**config.mk**
```make
export PLATFORM = sky130hd
export DESIGN_NAME = bus_arbiter_5ch_flat
export DESIGN_NICKNAME = d
export VERILOG_FILES = /design/src/rtl/bus_arbiter_5ch_if.sv /design/src/rtl/bus_arbiter_5ch.sv /design/src/flat_wrapper.sv
export SDC_FILE = /design/constraint.sdc
export NUM_CORES = 1
export LEC_CHECK = 0
export CAP_MARGIN = 20
export CORE_ASPECT_RATIO = 2
export CORE_MARGIN = 10
export CORE_UTILIZATION = 51
export DETAILED_ROUTE_END_ITERATION = 6
export PLACE_DENSITY = 0.77
export SKIP_CTS_REPAIR_TIMING = 1
export SYNTH_ARGS = -nofsm -noshare
export SYNTH_HDL_FRONTEND = slang
export SYNTH_SLANG_ARGS = --single-unit
```
**constraint.sdc**
```tcl
create_clock -name clk -period 4.15 [get_ports clk]
set_input_delay 0.83 -clock clk [delete_from_list [all_inputs] [get_ports clk]]
set_output_delay 0.83 -clock clk [all_outputs]
set_load 0.02 [all_outputs]
```
**src/rtl/bus_arbiter_5ch_if.sv**
```systemverilog
`timescale 1ns/1ps
`default_nettype none
// ============================================================================
//  Module      : bus_arbiter_5ch_if
//  Description : Request/grant bundle between five bus masters and the
//                bus_arbiter_5ch round-robin arbiter.
//                  req      [4:0] per-channel requests (bit i = channel i)
//                  grant    [4:0] one-hot or all-zero registered grant
//                  sel      [2:0] registered mux select (owner index/idle)
//                  busy           high while any channel is granted
//                  hold_cnt [3:0] consecutive cycles the owner has held
//                master : requester side (drives req)
//                slave  : arbiter side   (drives grant/sel/busy/hold_cnt)
//  Revision    : 1.0 - initial release
// ============================================================================
interface bus_arbiter_5ch_if;
    logic [4:0] req;
    logic [4:0] grant;
    logic [2:0] sel;
    logic       busy;
    logic [3:0] hold_cnt;

    modport master (
        output req,
        input  grant,
        input  sel,
        input  busy,
        input  hold_cnt
    );

    modport slave (
        input  req,
        output grant,
        output sel,
        output busy,
        output hold_cnt
    );
endinterface
`default_nettype wire

```
**src/rtl/bus_arbiter_5ch.sv**
```systemverilog
`timescale 1ns/1ps
`default_nettype none
// ============================================================================
//  Module      : bus_arbiter_5ch
//  Description : Five-channel round-robin bus arbiter with bounded tenure.
//                An owner keeps the bus while it requests, for at most
//                MAX_HOLD consecutive cycles when someone else is waiting.
//                Hand-over to the next round-robin winner happens with no
//                idle cycle in between.
//  Ports       : clk  - clock, rising edge active
//                rst  - synchronous active-high reset
//                bus  - bus_arbiter_5ch_if.slave (req in; grant, sel,
//                       busy, hold_cnt out, all registered)
//  Parameters  : MAX_HOLD - max consecutive grant cycles under contention
//                           (1..15)
//                IDLE_SEL - select code driven while nothing is granted
//  Revision    : 1.0 - initial release
// ============================================================================
module bus_arbiter_5ch #(
    parameter int         MAX_HOLD = 4,
    parameter logic [2:0] IDLE_SEL = 3'b111
) (
    input  wire logic          clk,
    input  wire logic          rst,
    bus_arbiter_5ch_if.slave   bus
);

    localparam logic [3:0] c_max_hold = 4'(MAX_HOLD);
    localparam logic [2:0] c_last_ch  = 3'd4;

    typedef enum logic [0:0] {
        ST_IDLE  = 1'b0,
        ST_GRANT = 1'b1
    } state_t;

    state_t     r_state;
    logic [4:0] r_grant;
    logic [2:0] r_sel;
    logic       r_busy;
    logic [3:0] r_hold;
    logic [2:0] r_ptr;

    state_t     w_state_nxt;
    logic [4:0] w_grant_nxt;
    logic [2:0] w_sel_nxt;
    logic       w_busy_nxt;
    logic [3:0] w_hold_nxt;
    logic [2:0] w_ptr_nxt;

    logic       w_owner_req;
    logic [4:0] w_others;
    logic [2:0] w_win;

    // Index following idx in the 0..4 ring.
    function automatic logic [2:0] f_ring_next(input logic [2:0] idx);
        return (idx == c_last_ch) ? 3'd0 : idx + 3'd1;
    endfunction

    // First set bit of mask, searching from ptr upward and wrapping 4->0.
    function automatic logic [2:0] f_rr_pick(input logic [4:0] mask,
                                             input logic [2:0] ptr);
        logic [2:0] v_idx;
        logic [2:0] v_pick;
        logic       v_found;
        v_idx   = ptr;
        v_pick  = 3'd0;
        v_found = 1'b0;
        for (int k = 0; k < 5; k++) begin
            if (!v_found && mask[v_idx]) begin
                v_pick  = v_idx;
                v_found = 1'b1;
            end
            v_idx = f_ring_next(v_idx);
        end
        return v_pick;
    endfunction

    // r_grant is all-zero in IDLE, so w_others equals req there and
    // excludes the current owner while in GRANT.
    assign w_owner_req = |(bus.req & r_grant);
    assign w_others    = bus.req & ~r_grant;
    assign w_win       = f_rr_pick(w_others, r_ptr);

    always_comb begin
        w_state_nxt = r_state;
        w_grant_nxt = r_grant;
        w_sel_nxt   = r_sel;
        w_busy_nxt  = r_busy;
        w_hold_nxt  = r_hold;
        w_ptr_nxt   = r_ptr;

        case (r_state)
            ST_IDLE: begin
                if (w_others != 5'd0) begin
                    w_state_nxt = ST_GRANT;
                    w_grant_nxt = 5'b00001 << w_win;
                    w_sel_nxt   = w_win;
                    w_busy_nxt  = 1'b1;
                    w_hold_nxt  = 4'd1;
                    w_ptr_nxt   = f_ring_next(w_win);
                end
            end

            ST_GRANT: begin
                if (w_owner_req && (r_hold < c_max_hold)) begin
                    w_hold_nxt = r_hold + 4'd1;
                end else if (w_owner_req && (w_others == 5'd0)) begin
                    // Tenure exhausted but nobody is waiting: keep, saturate.
                    w_hold_nxt = c_max_hold;
                end else if (w_others != 5'd0) begin
                    // Owner released or is preempted: hand over directly.
                    w_grant_nxt = 5'b00001 << w_win;
                    w_sel_nxt   = w_win;
                    w_busy_nxt  = 1'b1;
                    w_hold_nxt  = 4'd1;
                    w_ptr_nxt   = f_ring_next(w_win);
                end else begin
                    w_state_nxt = ST_IDLE;
                    w_grant_nxt = 5'd0;
                    w_sel_nxt   = IDLE_SEL;
                    w_busy_nxt  = 1'b0;
                    w_hold_nxt  = 4'd0;
                end
            end

            default: begin
                w_state_nxt = ST_IDLE;
                w_grant_nxt = 5'd0;
                w_sel_nxt   = IDLE_SEL;
                w_busy_nxt  = 1'b0;
                w_hold_nxt  = 4'd0;
            end
        endcase
    end

    always_ff @(posedge clk) begin
        if (rst) begin
            r_state <= ST_IDLE;
            r_grant <= 5'd0;
            r_sel   <= IDLE_SEL;
            r_busy  <= 1'b0;
            r_hold  <= 4'd0;
            r_ptr   <= 3'd0;
        end else begin
            r_state <= w_state_nxt;
            r_grant <= w_grant_nxt;
            r_sel   <= w_sel_nxt;
            r_busy  <= w_busy_nxt;
            r_hold  <= w_hold_nxt;
            r_ptr   <= w_ptr_nxt;
        end
    end

    assign bus.grant    = r_grant;
    assign bus.sel      = r_sel;
    assign bus.busy     = r_busy;
    assign bus.hold_cnt = r_hold;

endmodule
`default_nettype wire

```
**src/flat_wrapper.sv**
```systemverilog
// flat-port wrapper written by rule: the top's interface ports become plain ports
module bus_arbiter_5ch_flat 
#(
    parameter int         MAX_HOLD = 4,
    parameter logic [2:0] IDLE_SEL = 3'b111
)
  (clk, rst, bus_req, bus_grant, bus_sel, bus_busy, bus_hold_cnt);
  bus_arbiter_5ch_if bus_i ();
  input  wire logic clk;
  input  wire logic rst;
  input wire logic [$bits(bus_i.req)-1:0] bus_req;
  output wire logic [$bits(bus_i.grant)-1:0] bus_grant;
  output wire logic [$bits(bus_i.sel)-1:0] bus_sel;
  output wire logic [$bits(bus_i.busy)-1:0] bus_busy;
  output wire logic [$bits(bus_i.hold_cnt)-1:0] bus_hold_cnt;
  assign bus_i.req = bus_req;
  assign bus_grant = bus_i.grant;
  assign bus_sel = bus_i.sel;
  assign bus_busy = bus_i.busy;
  assign bus_hold_cnt = bus_i.hold_cnt;
  bus_arbiter_5ch #(.MAX_HOLD(MAX_HOLD), .IDLE_SEL(IDLE_SEL)) u_core (.clk(clk), .rst(rst), .bus(bus_i));
endmodule
```
==> flow_summary.ini <==
[outcome]
outcome = complete, no violations

[floorplanning]
die_x_um = 61.3
io_pins = 20
die_y_um = 103
initial_utilization_pct = 52.1
core_sq_um = 3340
core.rowCount = 30
dieArea_sq_um = 6290

[timing]
finalHoldViolCount = 0
fin_skew_ns = 0.00151
slew_headroom_pct = 50.3
finalCriticalPeriod_ns = 4.01
maxSlewViolCount = 0
worst_slew_pin_slew_ns = 0.741
fmax_mhz = 249
finalCritPeriodShare_pct = 96.6
setup-violations-final = 0

[cells_and_area]
area_delta_synth_final_pct = 28.7
mostFrequentLayoutCells = buf_4 (24), clkdlybuf4s50_1 (19), nor2_1 (16), dfxtp_1 (15)
final_core_utilization_pct = 67.0
fin_nets = 272
final_common_cell = buf_4
finalInstanceArea_sq_um = 2240
instances_no_fill = 283
diodes = 0
drive_gt1_share_pct = 24.7

[placement]
io_buffers = 19
placed_area_sq_um = 2100
routabilityCongestion = 0.901
dp_cells = 272
dp_hpwl_um = 4550

[critical_path]
crit_required_ns = 4.35
rrSetupSlack_ns = 0.14
startpoint_type = register
cp_common_cell = ha_1
crit_slowest_cell = or4_4
critPathCaptureType = register
slowest_delay_ns = 0.57
arrival_ns = 4.21
cp_max_fo = 6
path_class = register to register
cp_cell_sequence = inv_2, ha_4, a21o_1, ha_1, or4_1, and3_4, or4_4, a2111oi_4, a31oi_1, a221o_1, o311ai_4, buf_4, ha_2, ha_1, nor3_1, a32o_2

[drt]
dr_wl_met2_um = 3120
vias = 1875
detail_route.wirelength.met1_um = 1880
postRouteAntennaNets = 0
avgViaCountPerCell = 6.63
drt_iter0_markers = 45
routed-wl-met3_um = 194
totalWireLength_um = 5590
highest_layer = met4
wl_per_cell_um = 19.8
first_pass_iters = 4
drc = 0

[synthesis]
synth_area_leaders = dfxtp_1 (20%), ha_1 (9.4%), mux2i_1 (3.5%), nor2_1 (3.5%), inv_1 (3.2%)
ys.flop_type = dfxtp_1
syn_area_sq_um = 1740
ys_seq_elements = 17
synth.net_count = 231
synth_cells = 211
async_flop_share_pct = 0
yosysWarningCount = 0
synth_edf_count = 0
synth_area_leader_cell = dfxtp_1
synth_cell_type_count = 66
synth_area_per_cell_sq_um = 8.24
synth_seq_area_share_pct = 19.6
synth_top_area_share_pct = 19.6

[cts]
cts_root_buf = clkbuf_8
clock_sinks = 17
cts_tree = built
cts_buffer_depth = 2
clkLatencyLatePin_ns = 0.25
numCtsBuffers = 3
clk_pin_slew_ns = 0.07
cts.htree.levels = 1

[flow_run]
cap_violations = 0

[global_route]
grt_pass1_wl_um = 9110
grt_usage_pct = 18.6
overflow = 0
first_global_vias = 1970
grt_max_degree = 16
antenna_found_initial = 0

[hold_path]
hp-class = register to register
sequential cells by signal, summed over array words and instances (netlist names):
register,cells
u_core.bus.grant,5
u_core.bus.hold_cnt,4
u_core.bus.sel,3
u_core.r_ptr,3
u_core.bus.busy,1
u_core.r_state,1
cells in the mapped netlist, drive strengths merged, types with 2 or more instances:
library cell / count
dfxtp: 17
nor2: 16
inv: 15
ha: 13
a21oi: 12
nand3: 10
o21ai: 10
nand2: 7
nand2b: 7
nor3: 7
a32o: 6
clkbuf: 6
mux2i: 6
nor2b: 6
and3: 5
a31oi: 4
or3: 4
a21o: 3
mux2: 3
nand4: 3
or2: 3
a2111oi: 2
a22oi: 2
a311o: 2
and2: 2
nor3b: 2
o211ai: 2
o21a: 2
o2bb2ai: 2
o311a: 2
or4: 2
final timing paths:
check                               start                           end  cells past startpoint
max          u_core.r_ptr[1]$_SDFFE_PP0P_  u_core.r_ptr[2]$_SDFFE_PP0P_                     16
min          u_core.bus.busy$_SDFFE_PP0P_  u_core.bus.busy$_SDFFE_PP0P_                      2
min reg2reg  u_core.bus.busy$_SDFFE_PP0P_  u_core.bus.busy$_SDFFE_PP0P_                      2
max reg2reg  u_core.r_ptr[1]$_SDFFE_PP0P_  u_core.r_ptr[2]$_SDFFE_PP0P_                     16
per-stage QoR:
step	setup slack (ns)	hold slack, ns	TNS, ns
after floorplan	0.00655	0.496	0
after global placement	0.104	0.477	0
after detailed placement	-0.0244	0.486	-0.0244
after CTS	0.0206	0.498	0
after global routing	-0.0773	0.525	-0.140
final	0.139	0.492	0
kinds of logic (layout without fill, tap and decap cells):
group / count (synthesis) / in the layout / synth area share [%]
AO/OA/AOI/OAI: 68 / 68 / 32.7
multiplexers: 10 / 10 / 6.91
buffers and inverters: 22 / 62 / 5.18
adder cells (fa/ha/maj): 13 / 13 / 9.35
AND/OR/NAND/NOR: 81 / 81 / 26.3
flip-flops: 17 / 17 / 19.6
final cells by class:
type	instances	area (sq um)
clock buffers	3	41.3
inverters	15	58.8
clock inverters	1	5.00
multi-input cells	172	1380
well taps	32	40.0
fillers	280	1100
repair buffers	43	370
flip-flops and latches	17	345
layer usage:
layer | GRT usage (%) | up-vias
met3 | 2.71 | 27
met4 | 15.2 | 0
met2 | 34.3 | 72
li1 | - | 890
met1 | 16.6 | 886
met5 | 0 | -
critical path, delay by kind of cell, from the launching register on:
family	cells	cell delay [ns]
compound gates	6	1.25
flops	1	0.37
buf+inv	2	0.23
simple gates	4	1.38
fa+ha+maj	4	0.72
Power is left out: the tool's default activity adds up to more than one toggle a clock period on the data nets, which glitch-free logic cannot reach.
